<file path="config.mk">
export PLATFORM = sky130hd
export DESIGN_NAME = spi_slave_tx
export DESIGN_NICKNAME = d
export VERILOG_FILES = /design/src/rtl/spi_slave_tx.sv
export SDC_FILE = /design/constraint.sdc
export NUM_CORES = 1
export LEC_CHECK = 0
export ABC_AREA = 1
export ABC_CLOCK_PERIOD_IN_PS = 1350
export BUFFER_PORTS_ARGS = -buffer_cell sky130_fd_sc_hd__buf_2
export CELL_PAD_IN_SITES_DETAIL_PLACEMENT = 1
export CELL_PAD_IN_SITES_GLOBAL_PLACEMENT = 2
export CORE_MARGIN = 1.5
export CORE_UTILIZATION = 30
export CTS_BUF_LIST = sky130_fd_sc_hd__clkbuf_4
export DETAILED_ROUTE_END_ITERATION = 12
export PLACE_DENSITY = 0.76
export SLEW_MARGIN = 15
export SYNTH_ARGS = -nofsm -noshare
export SYNTH_HDL_FRONTEND = slang
export SYNTH_SLANG_ARGS = --single-unit
export TNS_END_PERCENT = 30
</file>
<file path="constraint.sdc">
create_clock -name sclk -period 1.35 [get_ports sclk]
set_input_delay 0.2025 -clock sclk [delete_from_list [all_inputs] [get_ports sclk]]
set_output_delay 0.2025 -clock sclk [all_outputs]
set_load 0.02 [all_outputs]
</file>
<file path="src/rtl/spi_slave_tx.sv">
// Transmit shifter of the SPI slave. It sends a parallel word MSB-first on sdo0 (single mode)
// or on sdo3..sdo0 (quad mode). All state changes happen on the falling edge of sclk.
module spi_slave_tx #(
    parameter int DATA_W = 32,
    parameter int CNT_W  = 8
) (
    input  logic              sclk,
    input  logic              cs,
    input  logic              en_quad_in,
    input  logic [CNT_W-1:0]  counter_in,
    input  logic              counter_in_upd,
    input  logic [DATA_W-1:0] data,
    input  logic              data_valid,
    output logic              sdo0,
    output logic              sdo1,
    output logic              sdo2,
    output logic              sdo3,
    output logic              is_ready,
    output logic              tx_done
);

    typedef enum logic {
        IDLE  = 1'b0,
        SHIFT = 1'b1
    } state_t;

    localparam logic [CNT_W-1:0] TRGT_RST = CNT_W'(DATA_W - 1);

    state_t            state, state_nxt;
    logic [DATA_W-1:0] data_int, data_nxt;
    logic [CNT_W-1:0]  counter, counter_nxt;
    logic [CNT_W-1:0]  counter_trgt, trgt_nxt;
    logic              quad, quad_nxt;
    logic              load;
    logic [3:0]        sdo;

    // cs high deselects the slave and abandons any word in flight.
    // NOTE: sequential state uses non-blocking assignments only, so every register samples pre-edge values.
    always_ff @(negedge sclk or posedge cs) begin
        if (cs) begin
            state        <= IDLE;
            data_int     <= '0;
            counter      <= '0;
            quad         <= 1'b0;
            counter_trgt <= TRGT_RST;
        end else begin
            state        <= state_nxt;
            data_int     <= data_nxt;
            counter      <= counter_nxt;
            quad         <= quad_nxt;
            counter_trgt <= trgt_nxt;
        end
    end

    assign tx_done  = (state == SHIFT) && (counter == counter_trgt);
    assign is_ready = (state == IDLE) || tx_done;
    assign load     = data_valid && is_ready;

    always_comb begin
        // NOTE: every signal gets its hold value first, so no path leaves one unassigned and no latch is inferred.
        state_nxt   = state;
        data_nxt    = data_int;
        counter_nxt = counter;
        quad_nxt    = quad;
        trgt_nxt    = counter_trgt;

        if (load) begin
            data_nxt    = data;
            quad_nxt    = en_quad_in;
            counter_nxt = '0;
            state_nxt   = SHIFT;
        end else if (state == SHIFT) begin
            if (tx_done) begin
                state_nxt   = IDLE;
                counter_nxt = '0;
            end else begin
                data_nxt    = quad ? (data_int << 4) : (data_int << 1);
                counter_nxt = counter + CNT_W'(1);
            end
        end

        // The target changes only between words, so the word on the line is never truncated.
        if (counter_in_upd && is_ready)
            trgt_nxt = counter_in;
    end

    always_comb begin
        sdo = 4'b0000;
        if (state == SHIFT) begin
            if (quad)
                sdo = data_int[DATA_W-1 -: 4];
            else
                sdo = {3'b000, data_int[DATA_W-1]};
        end
    end

    assign sdo0 = sdo[0];
    assign sdo1 = sdo[1];
    assign sdo2 = sdo[2];
    assign sdo3 = sdo[3];

endmodule

</file>
## After elaboration in Yosys (flattened, before gate mapping)

Cells that the tools add are included.

- Bits in registers: 50
- Bits in latches: 0
- Bits in writable memories: 0
- Bits in read-only memories: 0
- Input port bits: 45
- Output and inout port bits: 6
- Logic and storage cells: 27
- Memories kept: 0

- Add/sub/neg operators: 1
- $mul: 0
- Divide/modulo/power cells: 0
- Order comparisons: 0
- Equal/unequal tests: 2
- Shifts and indexed selects: 0
- Mux-type cells: 12
- Bitwise logic cells: 1
- Reductions and logical operators: 6

Operator list:

| cell | number |
|---|---|
| $mux 32 | 4 |
| $mux 8 | 3 |
| $add 8x1->8 const B | 1 |
| $eq 8x8->1 | 1 |
| $mux 4 | 2 |
| $logic_and 1x1->1 | 3 |
| $mux 1 | 3 |
| $ne 2x1->1 const B | 1 |
| $reduce_and 2->1 | 1 |
| $reduce_bool 2->1 | 1 |
| $logic_or 1x1->1 | 1 |
| $not 1->1 | 1 |

## Logic depth before layout (Yosys ltp)

- Depth after elaboration: 6
- Mapped depth: 12
- Mapped depth without buffers: 11

==> flow_summary.json <==
{
  "yosysTopAreaCellShare": 0.385,
  "die_x_um": 102,
  "row_count": 35,
  "coreArea_um2": 9330,
  "die-area_um2": 10400,
  "numCtsBuffers": 5,
  "cts_tree": "built",
  "grtUsageMet3": 0.0304,
  "fin_total_pwr_mw": 5.80,
  "ctsHoldBuffers": 0,
  "synth_area_um2": 2930,
  "worstSkewPairLatency_ps": 440,
  "path_class": "reg -> out",
  "final_cell_mix": "nand2_1 (98), nand3_1 (84), dfrtn_1 (45)",
  "synth.net_count": 439,
  "route.detailed.drc": 0,
  "cts.sinks": 50,
  "routed-via-count": 2949,
  "root_buffer": "clkbuf_4",
  "clockBufferDepth": 2,
  "synth-seq-cells": 50,
  "grt.total_usage": 0.184,
  "critPathRequiredTime_ps": 1150,
  "use_met1": 0.228,
  "path_max_fanout": 2,
  "first_pass_iters": 4,
  "syn_inst": 393,
  "whs_ps": 409,
  "syn_to_final_growth_pct": 42.3,
  "wirelength_mm": 9.25,
  "cp_common_cell": "nor2_2",
  "path_cells": "xnor2_2 -> nand2_1 -> nor2_2 -> nand2_2 -> nor2_2 -> buf_6",
  "tightest_slew_ps": 331,
  "final_max_slew_viol_count": 0,
  "routabilityCongestion": 0.806,
  "fin_ws_ps": -1210,
  "place_hpwl_mm": 6.05,
  "antenna_left": 0,
  "first_global_vias": 3032,
  "diodes": 0,
  "cp_top_family": "flip-flops",
  "grt_max_degree": 35,
  "io_pins": 51,
  "antenna_found_initial": 0,
  "yosys_warnings": 0,
  "die_h_um": 102,
  "violations": "negative setup slack",
  "peakVddDrop_v": 0.000423,
  "crit_buf_inv": 1,
  "synthDistinctLibCells": 25,
  "busiest_layer": "met2",
  "synth.area.top_cells": "dfrtn_1 (38%), nand2_1 (17%), nand3_1 (17%)",
  "avgViaCountPerCell": 4.86,
  "drive_above_1_share": 0.423,
  "final_util": 0.446,
  "cts_max_level": 2,
  "cp_slowest_cell": "dfstp_2",
  "initial_core_util": 0.314,
  "slew_headroom": 0.779,
  "layout.nets": 523,
  "port-buffer-count": 50,
  "first_iter_violations": 39,
  "grt_first_pass_wirelength_mm": 14.8,
  "wire_per_inst_um": 15.2,
  "seq_area_frac_synth": 0.430,
  "grt_overflow": 0,
  "gr-usage-met2": 0.333,
  "status": "complete, but fails checks",
  "p_leak_nw": 2.00,
  "crit_arrival_ps": 2360,
  "cpPeakStageDelay_ps": 560,
  "fillers": 1147,
  "hold_path.class": "in -> async",
  "hold_viol": 0,
  "cp-end-kind": "primary output",
  "final_common_cell": "nand2_1",
  "final-setup-viol-count": 56,
  "cap_violations": 0,
  "clock_skew_ps": 90.5,
  "rsz0062_at_grt": "yes",
  "pwr_density_cell_nw_per_um2": 1390,
  "synth_top_area_cell": "dfrtn_1",
  "cts.clk_slew.worst_paths_ps": 110,
  "syn_area_per_cell_um2": 7.44,
  "critPathLaunchType": "register"
}
[through the flow]
step / setup WS, ps / cell area, µm² / setup TNS, ps / cells
final: -1210 / 4160 / -27020 / 607
after global routing: -1290 / 4160 / -31090 / 607
after CTS: -1150 / 3940 / -23700 / 603
after detailed placement: -706 / 3490 / -21890 / 580
after global placement: -657 / 3490 / -19450 / 580
after floorplan: -711 / 2970 / -17930 / 393
[layout make-up]
type	instances	area [µm²]	area share
Clock buffer	5	37.5	0.00902
Tap cell	129	161	0.0388
Sequential cell	50	1260	0.302
Multi-Input combinational cell	290	1670	0.402
Clock inverter	8	40.0	0.00962
Timing Repair Buffer	100	888	0.213
Inverter	25	105	0.0253
[metal layers]
metal  vias up  part of all wire
met5         -                 0
li1       1448                 -
met2        41              0.51
met3         9             0.026
met1      1451              0.45
met4         0             0.011
[registers in the layout (all words and copies together) (netlist names)]
signal and count:
data_int 32, state 1, counter 8, counter_trgt 8, quad 1
[cells by family (layout without fill, tap and decap cells)]
group                    after synthesis  count (layout)  share of synthesized area
AO/OA/AOI/OAI                         23              23                     0.0449
XOR/XNOR                               9               9                     0.0269
adder cells (fa/ha/maj)                1               1                    0.00428
buffers and inverters                 53             138                     0.0958
flip-flops                            50              50                      0.430
AND/OR/NAND/NOR                      257             257                      0.398
[repair_timing]
item,in CTS,in global routing
cloned,3,3
setup buffers,8,2
pin swaps,8,9
setup endpoints to repair,56,56
resized for setup,65,47
[worst paths after layout]
check	startpoint	endpoint	slack, ps	depth (start not counted)
min in group sclk	counter_trgt[7]$_DFFE_NP0P_	counter_trgt[7]$_DFFE_NP0P_	460	2
worst max-delay path	counter_trgt[2]$_DFFE_NP1P_	tx_done	-1210	6
worst min-delay path	cs	counter[1]$_DFFE_NP0P_	410	3
worst max register to register	counter_trgt[2]$_DFFE_NP1P_	data_int[5]$_DFFE_NP0P_	-490	10
worst min register to register	counter_trgt[7]$_DFFE_NP0P_	counter_trgt[7]$_DFFE_NP0P_	460	2
max in group asynchronous	cs	counter_trgt[2]$_DFFE_NP1P_	660	3
[where the power goes]
part | switching (mW) | internal (mW)
clock network | 0.587 | 0.234
logic | 1.36 | 1.26
registers | 0.366 | 1.99
total | 2.31 | 3.49
[tightest hold or removal path, cell delays in order]
cell,delay (ps)
buf_2,110
clkinvlp_4,100
buf_12,160
[synth_stat cells]
master	count
nand2_1	136
nand3_1	98
dfrtn_1	45
inv_1	23
o21ai_0	14
clkbuf_1	12
nand3_2	10
nor2_1	9
buf_2	7
buf_6	6
dfstp_2	5
xnor2_1	5
a21oi_1	4
xor2_1	4
inv_2	3
nand2_2	2
o21ai_2	2
buf_12	1
buf_8	1
ha_1	1
nand2_4	1
nor2_2	1
o21ai_1	1
o22ai_1	1
o22ai_2	1
No activity file was read; power rests on OpenSTA's default activity.
